==> config.mk <==
export PLATFORM = sky130hd
export DESIGN_NAME = mc_control_fsm_flat
export DESIGN_NICKNAME = d
export VERILOG_FILES = /design/src/rtl/rv32i_pkg.sv /design/src/rtl/mc_control_fsm_if.sv /design/src/rtl/instr_decoder.sv /design/src/rtl/mc_control_fsm.sv /design/src/flat_wrapper.sv
export SDC_FILE = /design/constraint.sdc
export NUM_CORES = 1
export LEC_CHECK = 0
export ABC_AREA = 1
export ABC_CLOCK_PERIOD_IN_PS = 1450
export CORE_MARGIN = 3
export CORE_UTILIZATION = 55
export DETAILED_ROUTE_END_ITERATION = 10
export DONT_BUFFER_PORTS = 1
export PLACE_DENSITY_LB_ADDON = 0.2
export SLEW_MARGIN = 20
export SYNTH_ARGS = -nofsm -noshare
export SYNTH_HDL_FRONTEND = slang
export SYNTH_SLANG_ARGS = --single-unit
==> constraint.sdc <==
create_clock -name clk -period 1.45 [get_ports clk]
set_input_delay 0.145 -clock clk [delete_from_list [all_inputs] [get_ports clk]]
set_output_delay 0.145 -clock clk [all_outputs]
set_load 0.02 [all_outputs]
==> src/rtl/rv32i_pkg.sv <==
// Shared RV32I control definitions: opcodes, ALU/RFWD encodings, FSM states, decode bundle.
// ILLEGAL_INSTR_TRAP_EN adds the HALT state used for unknown opcodes.
package rv32i_pkg;

    localparam int unsigned OPC_W  = 7;
    localparam int unsigned ALU_W  = 4;
    localparam int unsigned RFWD_W = 3;
    localparam int unsigned WAIT_W = 8;

    localparam logic [OPC_W-1:0] OPC_R      = 7'b0110011;
    localparam logic [OPC_W-1:0] OPC_I      = 7'b0010011;
    localparam logic [OPC_W-1:0] OPC_LOAD   = 7'b0000011;
    localparam logic [OPC_W-1:0] OPC_STORE  = 7'b0100011;
    localparam logic [OPC_W-1:0] OPC_BRANCH = 7'b1100011;
    localparam logic [OPC_W-1:0] OPC_LUI    = 7'b0110111;
    localparam logic [OPC_W-1:0] OPC_AUIPC  = 7'b0010111;
    localparam logic [OPC_W-1:0] OPC_JAL    = 7'b1101111;
    localparam logic [OPC_W-1:0] OPC_JALR   = 7'b1100111;

    localparam logic [ALU_W-1:0] ALU_ADD = 4'b0000;
    localparam logic [ALU_W-1:0] ALU_SRA = 4'b1101;

    localparam logic [RFWD_W-1:0] RFWD_ALU    = 3'b000;
    localparam logic [RFWD_W-1:0] RFWD_MEM    = 3'b001;
    localparam logic [RFWD_W-1:0] RFWD_IMM    = 3'b010;
    localparam logic [RFWD_W-1:0] RFWD_PC_IMM = 3'b011;
    localparam logic [RFWD_W-1:0] RFWD_PC_4   = 3'b100;

    typedef enum logic [2:0] {
        ST_FETCH   = 3'd0,
        ST_DECODE  = 3'd1,
        ST_EXECUTE = 3'd2,
        ST_MEM     = 3'd3,
        ST_WB      = 3'd4
`ifdef ILLEGAL_INSTR_TRAP_EN
        , ST_HALT  = 3'd5
`endif
    } state_e;

    // exec_write: register file written in EXECUTE (loads write later, in WB)
    typedef struct packed {
        logic [ALU_W-1:0]  alu_ctrl;
        logic [RFWD_W-1:0] rfwd_sel;
        logic              alu_src;
        logic              jal;
        logic              jalr;
        logic              branch;
        logic              exec_write;
        logic              is_store;
        logic              is_load;
        logic              is_valid;
    } decode_t;

endpackage

==> src/rtl/mc_control_fsm_if.sv <==
// Instruction/bus handshake and datapath control strobes between the control FSM and datapath.
// ILLEGAL_INSTR_TRAP_EN adds the illegalInstr flag.
interface mc_control_fsm_if;

    logic [31:0] instrCode;
    logic        imemReady;
    logic        busReady;
    logic        irWe;
    logic        pcEn;
    logic        regFileWe;
    logic        aluSrcMuxSel;
    logic        busWe;
    logic        busRe;
    logic        branch;
    logic        jal;
    logic        jalr;
    logic        busTimeout;
    logic [3:0]  aluControl;
    logic [2:0]  RFWDSrcMuxSel;
`ifdef ILLEGAL_INSTR_TRAP_EN
    logic        illegalInstr;
`endif

    modport master (
        input  instrCode, imemReady, busReady,
        output irWe, pcEn, regFileWe, aluSrcMuxSel, busWe, busRe,
        output branch, jal, jalr, busTimeout, aluControl, RFWDSrcMuxSel
`ifdef ILLEGAL_INSTR_TRAP_EN
        , output illegalInstr
`endif
    );

    modport slave (
        output instrCode, imemReady, busReady,
        input  irWe, pcEn, regFileWe, aluSrcMuxSel, busWe, busRe,
        input  branch, jal, jalr, busTimeout, aluControl, RFWDSrcMuxSel
`ifdef ILLEGAL_INSTR_TRAP_EN
        , input illegalInstr
`endif
    );

endinterface

==> src/rtl/instr_decoder.sv <==
// Static per-opcode decode for the multi-cycle RV32I controller (pure combinational).
module instr_decoder
    import rv32i_pkg::*;
(
    input  logic [OPC_W-1:0] opcode,
    input  logic [2:0]       funct3,
    input  logic             funct7_b5,
    output decode_t          dec
);

    always_comb begin
        dec          = '0;
        dec.alu_ctrl = ALU_ADD;
        dec.rfwd_sel = RFWD_ALU;
        case (opcode)
            OPC_R: begin
                dec.alu_ctrl   = {funct7_b5, funct3};
                dec.exec_write = 1'b1;
                dec.is_valid   = 1'b1;
            end
            OPC_I: begin
                // bit 30 is immediate data for I-type except for the arithmetic right shift
                dec.alu_ctrl   = ({funct7_b5, funct3} == ALU_SRA) ? ALU_SRA : {1'b0, funct3};
                dec.alu_src    = 1'b1;
                dec.exec_write = 1'b1;
                dec.is_valid   = 1'b1;
            end
            OPC_LOAD: begin
                dec.alu_src  = 1'b1;
                dec.rfwd_sel = RFWD_MEM;
                dec.is_load  = 1'b1;
                dec.is_valid = 1'b1;
            end
            OPC_STORE: begin
                dec.alu_src  = 1'b1;
                dec.is_store = 1'b1;
                dec.is_valid = 1'b1;
            end
            OPC_BRANCH: begin
                dec.alu_ctrl = {funct7_b5, funct3};
                dec.branch   = 1'b1;
                dec.is_valid = 1'b1;
            end
            OPC_LUI: begin
                dec.rfwd_sel   = RFWD_IMM;
                dec.exec_write = 1'b1;
                dec.is_valid   = 1'b1;
            end
            OPC_AUIPC: begin
                dec.rfwd_sel   = RFWD_PC_IMM;
                dec.exec_write = 1'b1;
                dec.is_valid   = 1'b1;
            end
            OPC_JAL: begin
                dec.jal        = 1'b1;
                dec.rfwd_sel   = RFWD_PC_4;
                dec.exec_write = 1'b1;
                dec.is_valid   = 1'b1;
            end
            OPC_JALR: begin
                dec.jal        = 1'b1;
                dec.jalr       = 1'b1;
                dec.rfwd_sel   = RFWD_PC_4;
                dec.exec_write = 1'b1;
                dec.is_valid   = 1'b1;
            end
            default: dec = dec;
        endcase
    end

endmodule

==> src/rtl/mc_control_fsm.sv <==
// Multi-cycle RV32I control FSM: FETCH/DECODE/EXECUTE/MEM/WB with bus wait timeout.
// ILLEGAL_INSTR_TRAP_EN: unknown opcodes enter HALT (exit by reset only) and raise illegalInstr.
module mc_control_fsm
    import rv32i_pkg::*;
#(
    parameter int unsigned MAX_WAIT = 15
) (
    input  logic                 clk,
    input  logic                 reset,
    mc_control_fsm_if.master     bus
);

    state_e              state;
    logic [WAIT_W-1:0]   wait_cnt;
    decode_t             dec;
    logic                wait_hit;
    logic                is_mem_op;

    logic                ir_we;
    logic                pc_en;
    logic                rf_we;
    logic                bus_we;
    logic                bus_re;
    logic                timeout;
    logic                show_static;
    logic                unused_instr_bits;

    instr_decoder u_decoder (
        .opcode    (bus.instrCode[6:0]),
        .funct3    (bus.instrCode[14:12]),
        .funct7_b5 (bus.instrCode[30]),
        .dec       (dec)
    );

    assign unused_instr_bits = ^{bus.instrCode[31], bus.instrCode[29:15],
                                 bus.instrCode[11:7], dec.is_valid};

    assign wait_hit  = (wait_cnt == WAIT_W'(MAX_WAIT));
    assign is_mem_op = dec.is_store | dec.is_load;

    // State and MEM wait counter
    always_ff @(posedge clk) begin
        if (reset) begin
            state    <= ST_FETCH;
            wait_cnt <= '0;
        end else begin
            case (state)
                ST_FETCH: begin
                    if (bus.imemReady) state <= ST_DECODE;
                end
                ST_DECODE: begin
`ifdef ILLEGAL_INSTR_TRAP_EN
                    if (!dec.is_valid) state <= ST_HALT;
                    else               state <= ST_EXECUTE;
`else
                    state <= ST_EXECUTE;
`endif
                end
                ST_EXECUTE: begin
                    if (is_mem_op) begin
                        state    <= ST_MEM;
                        wait_cnt <= '0;
                    end else begin
                        state <= ST_FETCH;
                    end
                end
                ST_MEM: begin
                    if (bus.busReady)  state    <= dec.is_load ? ST_WB : ST_FETCH;
                    else if (wait_hit) state    <= ST_FETCH;
                    else               wait_cnt <= wait_cnt + WAIT_W'(1);
                end
                ST_WB:   state <= ST_FETCH;
`ifdef ILLEGAL_INSTR_TRAP_EN
                ST_HALT: state <= ST_HALT;
`endif
                default: state <= ST_FETCH;
            endcase
        end
    end

    // Strobes depend on busReady within the same MEM cycle, so they are decoded from state + inputs
    always_comb begin
        ir_we       = 1'b0;
        pc_en       = 1'b0;
        rf_we       = 1'b0;
        bus_we      = 1'b0;
        bus_re      = 1'b0;
        timeout     = 1'b0;
        show_static = 1'b0;
        if (!reset) begin
            case (state)
                ST_FETCH:  ir_we = 1'b1;
                ST_DECODE: show_static = 1'b1;
                ST_EXECUTE: begin
                    show_static = 1'b1;
                    pc_en       = !is_mem_op;
                    rf_we       = dec.exec_write;
                end
                ST_MEM: begin
                    show_static = 1'b1;
                    if (bus.busReady) begin
                        pc_en = dec.is_store;
                    end else if (wait_hit) begin
                        timeout = 1'b1;
                        pc_en   = 1'b1;
                    end
                    bus_we = dec.is_store & !timeout;
                    bus_re = dec.is_load & !timeout;
                end
                ST_WB: begin
                    show_static = 1'b1;
                    rf_we       = 1'b1;
                    pc_en       = 1'b1;
                end
                default: show_static = 1'b0;
            endcase
        end
    end

    assign bus.irWe          = ir_we;
    assign bus.pcEn          = pc_en;
    assign bus.regFileWe     = rf_we;
    assign bus.busWe         = bus_we;
    assign bus.busRe         = bus_re;
    assign bus.busTimeout    = timeout;
    assign bus.aluSrcMuxSel  = show_static & dec.alu_src;
    assign bus.branch        = show_static & dec.branch;
    assign bus.jal           = show_static & dec.jal;
    assign bus.jalr          = show_static & dec.jalr;
    assign bus.aluControl    = show_static ? dec.alu_ctrl : ALU_ADD;
    assign bus.RFWDSrcMuxSel = show_static ? dec.rfwd_sel : RFWD_ALU;
`ifdef ILLEGAL_INSTR_TRAP_EN
    assign bus.illegalInstr  = !reset && (state == ST_HALT);
`endif

endmodule

==> src/flat_wrapper.sv <==
// flat-port wrapper written by rule: the top's interface ports become plain ports
module mc_control_fsm_flat import rv32i_pkg::*;
#(
    parameter int unsigned MAX_WAIT = 15
)
  (clk, reset, bus_instrCode, bus_imemReady, bus_busReady, bus_irWe, bus_pcEn, bus_regFileWe, bus_aluSrcMuxSel, bus_busWe, bus_busRe, bus_branch, bus_jal, bus_jalr, bus_busTimeout, bus_aluControl, bus_RFWDSrcMuxSel);
  mc_control_fsm_if bus_i ();
  input  logic clk;
  input  logic reset;
  input wire logic [$bits(bus_i.instrCode)-1:0] bus_instrCode;
  input wire logic [$bits(bus_i.imemReady)-1:0] bus_imemReady;
  input wire logic [$bits(bus_i.busReady)-1:0] bus_busReady;
  output wire logic [$bits(bus_i.irWe)-1:0] bus_irWe;
  output wire logic [$bits(bus_i.pcEn)-1:0] bus_pcEn;
  output wire logic [$bits(bus_i.regFileWe)-1:0] bus_regFileWe;
  output wire logic [$bits(bus_i.aluSrcMuxSel)-1:0] bus_aluSrcMuxSel;
  output wire logic [$bits(bus_i.busWe)-1:0] bus_busWe;
  output wire logic [$bits(bus_i.busRe)-1:0] bus_busRe;
  output wire logic [$bits(bus_i.branch)-1:0] bus_branch;
  output wire logic [$bits(bus_i.jal)-1:0] bus_jal;
  output wire logic [$bits(bus_i.jalr)-1:0] bus_jalr;
  output wire logic [$bits(bus_i.busTimeout)-1:0] bus_busTimeout;
  output wire logic [$bits(bus_i.aluControl)-1:0] bus_aluControl;
  output wire logic [$bits(bus_i.RFWDSrcMuxSel)-1:0] bus_RFWDSrcMuxSel;
  assign bus_i.instrCode = bus_instrCode;
  assign bus_i.imemReady = bus_imemReady;
  assign bus_i.busReady = bus_busReady;
  assign bus_irWe = bus_i.irWe;
  assign bus_pcEn = bus_i.pcEn;
  assign bus_regFileWe = bus_i.regFileWe;
  assign bus_aluSrcMuxSel = bus_i.aluSrcMuxSel;
  assign bus_busWe = bus_i.busWe;
  assign bus_busRe = bus_i.busRe;
  assign bus_branch = bus_i.branch;
  assign bus_jal = bus_i.jal;
  assign bus_jalr = bus_i.jalr;
  assign bus_busTimeout = bus_i.busTimeout;
  assign bus_aluControl = bus_i.aluControl;
  assign bus_RFWDSrcMuxSel = bus_i.RFWDSrcMuxSel;
  mc_control_fsm #(.MAX_WAIT(MAX_WAIT)) u_core (.clk(clk), .reset(reset), .bus(bus_i));
endmodule
==> flow_summary.json, run 1 <==
{
  "syn_area_um2": 1010,
  "synthTopCellsByArea": "dfxtp_1 22%, nor2_1 8.9%, nand3_1 7.4%",
  "synth.top_cell.area_share_pct": 21.8,
  "floorplan.initialDensity_pct": 62.8,
  "hpwl_mm": 2.08,
  "antenna_found_initial": 0,
  "ys_async_sr_fraction_pct": 0,
  "yosysMostFrequentCell": "nor2_1",
  "outcome": "stopped before the end",
  "clockBufferDepth": 2,
  "synth_top_area_cell": "dfxtp_1",
  "firstError": "[ERROR DPL-0033] detailed placement checks failed during check placement.",
  "cts-root-buf": "clkbuf_4",
  "synth_cells": 148,
  "clock-sinks": 11,
  "worst_endpoint": "bus_pcEn",
  "seq_area_frac_synth_pct": 21.8,
  "place.gp.congestion": 0.844,
  "synth-seq-cells": 11,
  "yosysUniqueCellTypes": 28,
  "ys.flop_type": "dfxtp_1",
  "grt_max_degree": 9,
  "die_width_um": 48.9,
  "avgSynthCellArea_um2": 6.84,
  "rows": 14,
  "yosysWarnings": 0,
  "ios": 53,
  "synthTopCellsByCount": "24 x nor2_1, 19 x nand2_1, 15 x nand3_1",
  "cts-buffers-inserted": 3,
  "synth_fp_nets": 185,
  "io_buffers": 0,
  "dieHeight_um": 48.9,
  "haltStage": "global routing",
  "worst-ep-kind": "primary output",
  "htree_num_levels": 1,
  "synth-edff-count": 0
}
==> stage by stage <==
stage	setup slack, ns	hold WS [ns]	cells	instance area [µm²]
CTS	-0.240	0.0896	200	1370
detailed placement	-0.0633	0.210	189	1180
global placement	0.0246	0.209	189	1180
floorplan	-0.0653	0.357	148	1020
==> cells by family after synthesis <==
family,Yosys count,share of synthesized area (%)
xor gates and xnor gates,2,1.73
buffers and inverters,21,8.03
and+or+nand+nor,94,54.3
AOI/OAI and AO/OA,19,13.0
adders and majority gates,1,1.24
DFF,11,21.8
==> what timing repair did <==
| item | CTS |
|---|---|
| hold endpoints to repair | 5 |
| setup buffers | 5 |
| gates resized for setup | 26 |
| pin swaps | 4 |
| hold buffers | 1 |
| cloned | 1 |
| setup endpoints to repair | 16 |
==> run 2: changes to the inputs <==
--- a/config.mk
+++ b/config.mk
@@ -7,11 +7,11 @@
 export LEC_CHECK = 0
 export ABC_AREA = 1
 export ABC_CLOCK_PERIOD_IN_PS = 1450
-export CORE_MARGIN = 3
-export CORE_UTILIZATION = 55
+export CORE_AREA = 3 3 64 66
 export DETAILED_ROUTE_END_ITERATION = 10
+export DIE_AREA = 0 0 67 69
 export DONT_BUFFER_PORTS = 1
-export PLACE_DENSITY_LB_ADDON = 0.2
+export PLACE_DENSITY_LB_ADDON = 0.15
 export SLEW_MARGIN = 20
 export SYNTH_ARGS = -nofsm -noshare
 export SYNTH_HDL_FRONTEND = slang
==> run 2 against run 1 <==
  * The flow now finishes, with violations (negative setup slack)
  * Synthesized area did not move
  * Synthesized cell count did not move
==> flow_summary.json, run 2 <==
{
  "dpl-instance-area_um2": 1230,
  "timing.hold.ws_ns": 0.134,
  "avgSynthCellArea_um2": 6.84,
  "ant_nets": 0,
  "top_regs": "u_core.wait_cnt x8, u_core.state x3",
  "critPathSlowestCell": "dfxtp_2",
  "cts-root-buf": "clkbuf_8",
  "p_per_area_nw_per_um2": 529,
  "synth-seq-cells": 11,
  "seq_area_frac_synth_pct": 21.8,
  "fin_util_pct": 43.5,
  "r2r_slack_ns": -0.10,
  "coreArea_um2": 3630,
  "tightest_slew_ns": 0.617,
  "yosysMostFrequentCell": "nor2_1",
  "max-vdd-ir-drop_uv": 287,
  "ios": 53,
  "layout.cells.most_common": "buf_4",
  "die_width_um": 67,
  "rows": 22,
  "fillers": 358,
  "floorplan.initialDensity_pct": 27.9,
  "slew_headroom_pct": 58.5,
  "synth_top_area_cell": "dfxtp_1",
  "antenna_found_initial": 0,
  "place.gp.congestion": 0.766,
  "fin_cells": 225,
  "outcome": "complete, but fails checks",
  "path_depth": 10,
  "clk_pin_slew_ns": 0.05,
  "totalWireLength_mm": 2.82,
  "design_area_um2": 1580,
  "rsz0062_at_grt": "true",
  "violations": "negative setup slack",
  "fin_skew_ns": 0.00277,
  "yosysWarnings": 0,
  "ys_async_sr_fraction_pct": 0,
  "wl_per_cell_um": 12.5,
  "vias": 1068,
  "reg2regPathDepth": 10,
  "dieHeight_um": 69,
  "io_buffers": 0,
  "hpwl_mm": 2.05,
  "grt_pass1_wl_mm": 4.57,
  "place_inst": 215,
  "yosysUniqueCellTypes": 28,
  "drv_slew": 0,
  "synth_fp_nets": 185,
  "area_growth_pct": 56.1,
  "crit_buf_inv": 1,
  "cp-end-kind": "primary output",
  "drive_gt1_share_pct": 53.7,
  "p_total_mw": 0.836,
  "cts-buffers-inserted": 3,
  "regMostFlops": "u_core.wait_cnt",
  "synthTopCellsByArea": "dfxtp_1 22%, nor2_1 8.9%, nand3_1 7.4%",
  "antennaDiodeCount": 0,
  "setup.worst_path.start_class": "register",
  "hold_viol_final": 0,
  "maxCapViolCount": 0,
  "vias_per_cell": 4.75,
  "drc": 0,
  "min_period_ns": 1.61,
  "slowest_delay_ns": 0.35,
  "clock-sinks": 11,
  "syn_area_um2": 1010,
  "htree_num_levels": 1,
  "setup_viol": 17,
  "largest_reg_flops": 8,
  "cts_tree": "built",
  "crit_family": "simple AND/OR/NAND/NOR gates",
  "whs_path_depth": 2,
  "path_cells": "ha_4, nand2_4, nor2_4, nand3_4, nand2_2, nand3_2, nand2_1, nor2_1, nor2_1, buf_4",
  "ys.flop_type": "dfxtp_1",
  "grt_overflow": 0,
  "crit_fanout": 3,
  "worst_skew_pair.late_latency_ns": 0.24,
  "max_freq_mhz": 622,
  "leakagePower_nw": 0.700,
  "worstPathRequired_ns": 1.31,
  "final.setup.worst_slack_ns": -0.157,
  "most-common-layout-cells": "21 x buf_4, 16 x nor2_1, 16 x nand2_1",
  "nets": 215,
  "synth_cells": 148,
  "crit_path_frequent_cell": "nor2_1",
  "fin_crit_sh_pct": 111,
  "clockBufferDepth": 2,
  "worstSetupPathType": "register to primary output",
  "dr.first_iter.drc_count": 31,
  "firstDrtPassIters": 4,
  "hold_path_class": "input port to register",
  "grt_pass1_vias": 976,
  "grt_max_degree": 9,
  "die_area_um2": 4620,
  "cp.arrival_ns": 1.46,
  "grt_use_total_pct": 12.5,
  "synth.top_cell.area_share_pct": 21.8,
  "synth-edff-count": 0,
  "synthTopCellsByCount": "24 x nor2_1, 19 x nand2_1, 15 x nand3_1"
}
==> run 2: cell counts after synthesis <==
Identical to the previous run, type by type.
==> run 2: cell type report <==
cell class / instances / area [µm²] / share of cell area, %
sequential: 11 / 231 / 14.6
multi-input combinational: 117 / 950 / 60.1
tap: 48 / 60.1 / 3.80
clock buffer: 4 / 45.0 / 2.85
timing repair buffer: 26 / 213 / 13.5
inverter: 19 / 81.3 / 5.15
==> run 2: power breakdown <==
part / total, mW / switching (mW) / internal, mW
clock network: 0.317 / 0.123 / 0.194
logic: 0.194 / 0.131 / 0.0628
registers: 0.325 / 0.0144 / 0.311
total: 0.836 / 0.269 / 0.567
==> run 2: kinds of logic after synthesis <==
family / share of synthesized area, %
xor+xnor: 1.73
compound gates: 13.0
flops: 21.8
simple gates: 54.3
fa+ha+maj: 1.24
buf+inv: 8.03
==> run 2: timing repair <==
item / 4_1_cts / 5_1_grt
gates resized for setup: 30 / 33
gates cloned: 1 / 0
pin swaps: 4 / 8
endpoints found under the hold margin: 5 / 0
buffers inserted: 2 / 2
endpoints found under the setup margin: 16 / 24
hold buffers: 1 / 0
==> run 2: routing by layer <==
metal / global-route usage (%) / wire length [µm]
met1: 17.9 / 1310
met2: 19.2 / 1420
met3: 3.42 / 88
met4: 1.35 / 8
met5: 0 / 0
==> run 2: path summary, 6_finish.rpt <==
check / start / end
setup / recovery: u_core.wait_cnt[0] / bus_pcEn
hold reg to reg: u_core.wait_cnt[6] / u_core.wait_cnt[6]
hold / removal: bus_imemReady / u_core.state[0]
setup reg to reg: u_core.wait_cnt[0] / u_core.wait_cnt[0]
==> run 2: worst register-to-register path, cell delays in order (launching register included) <==
cell and delay, ns:
dfxtp_2 0.35, ha_4 0.15, nand2_4 0.06, nor2_4 0.11, nand3_4 0.09, buf_4 0.14
buf_4 0.13, nand3_4 0.14, nand2_8 0.13, nor2_4 0.11, a21oi_2 0.04
==> run 2: through the flow <==
step	setup TNS [ns]	worst slack, ns
after floorplan	-0.131	-0.0653
after global placement	-0.0167	-0.0113
after detailed placement	-0.0529	-0.0194
after CTS	-0.782	-0.203
after global routing	-3.22	-0.270
final	-1.51	-0.157
Power figures use the tool's default switching activity.
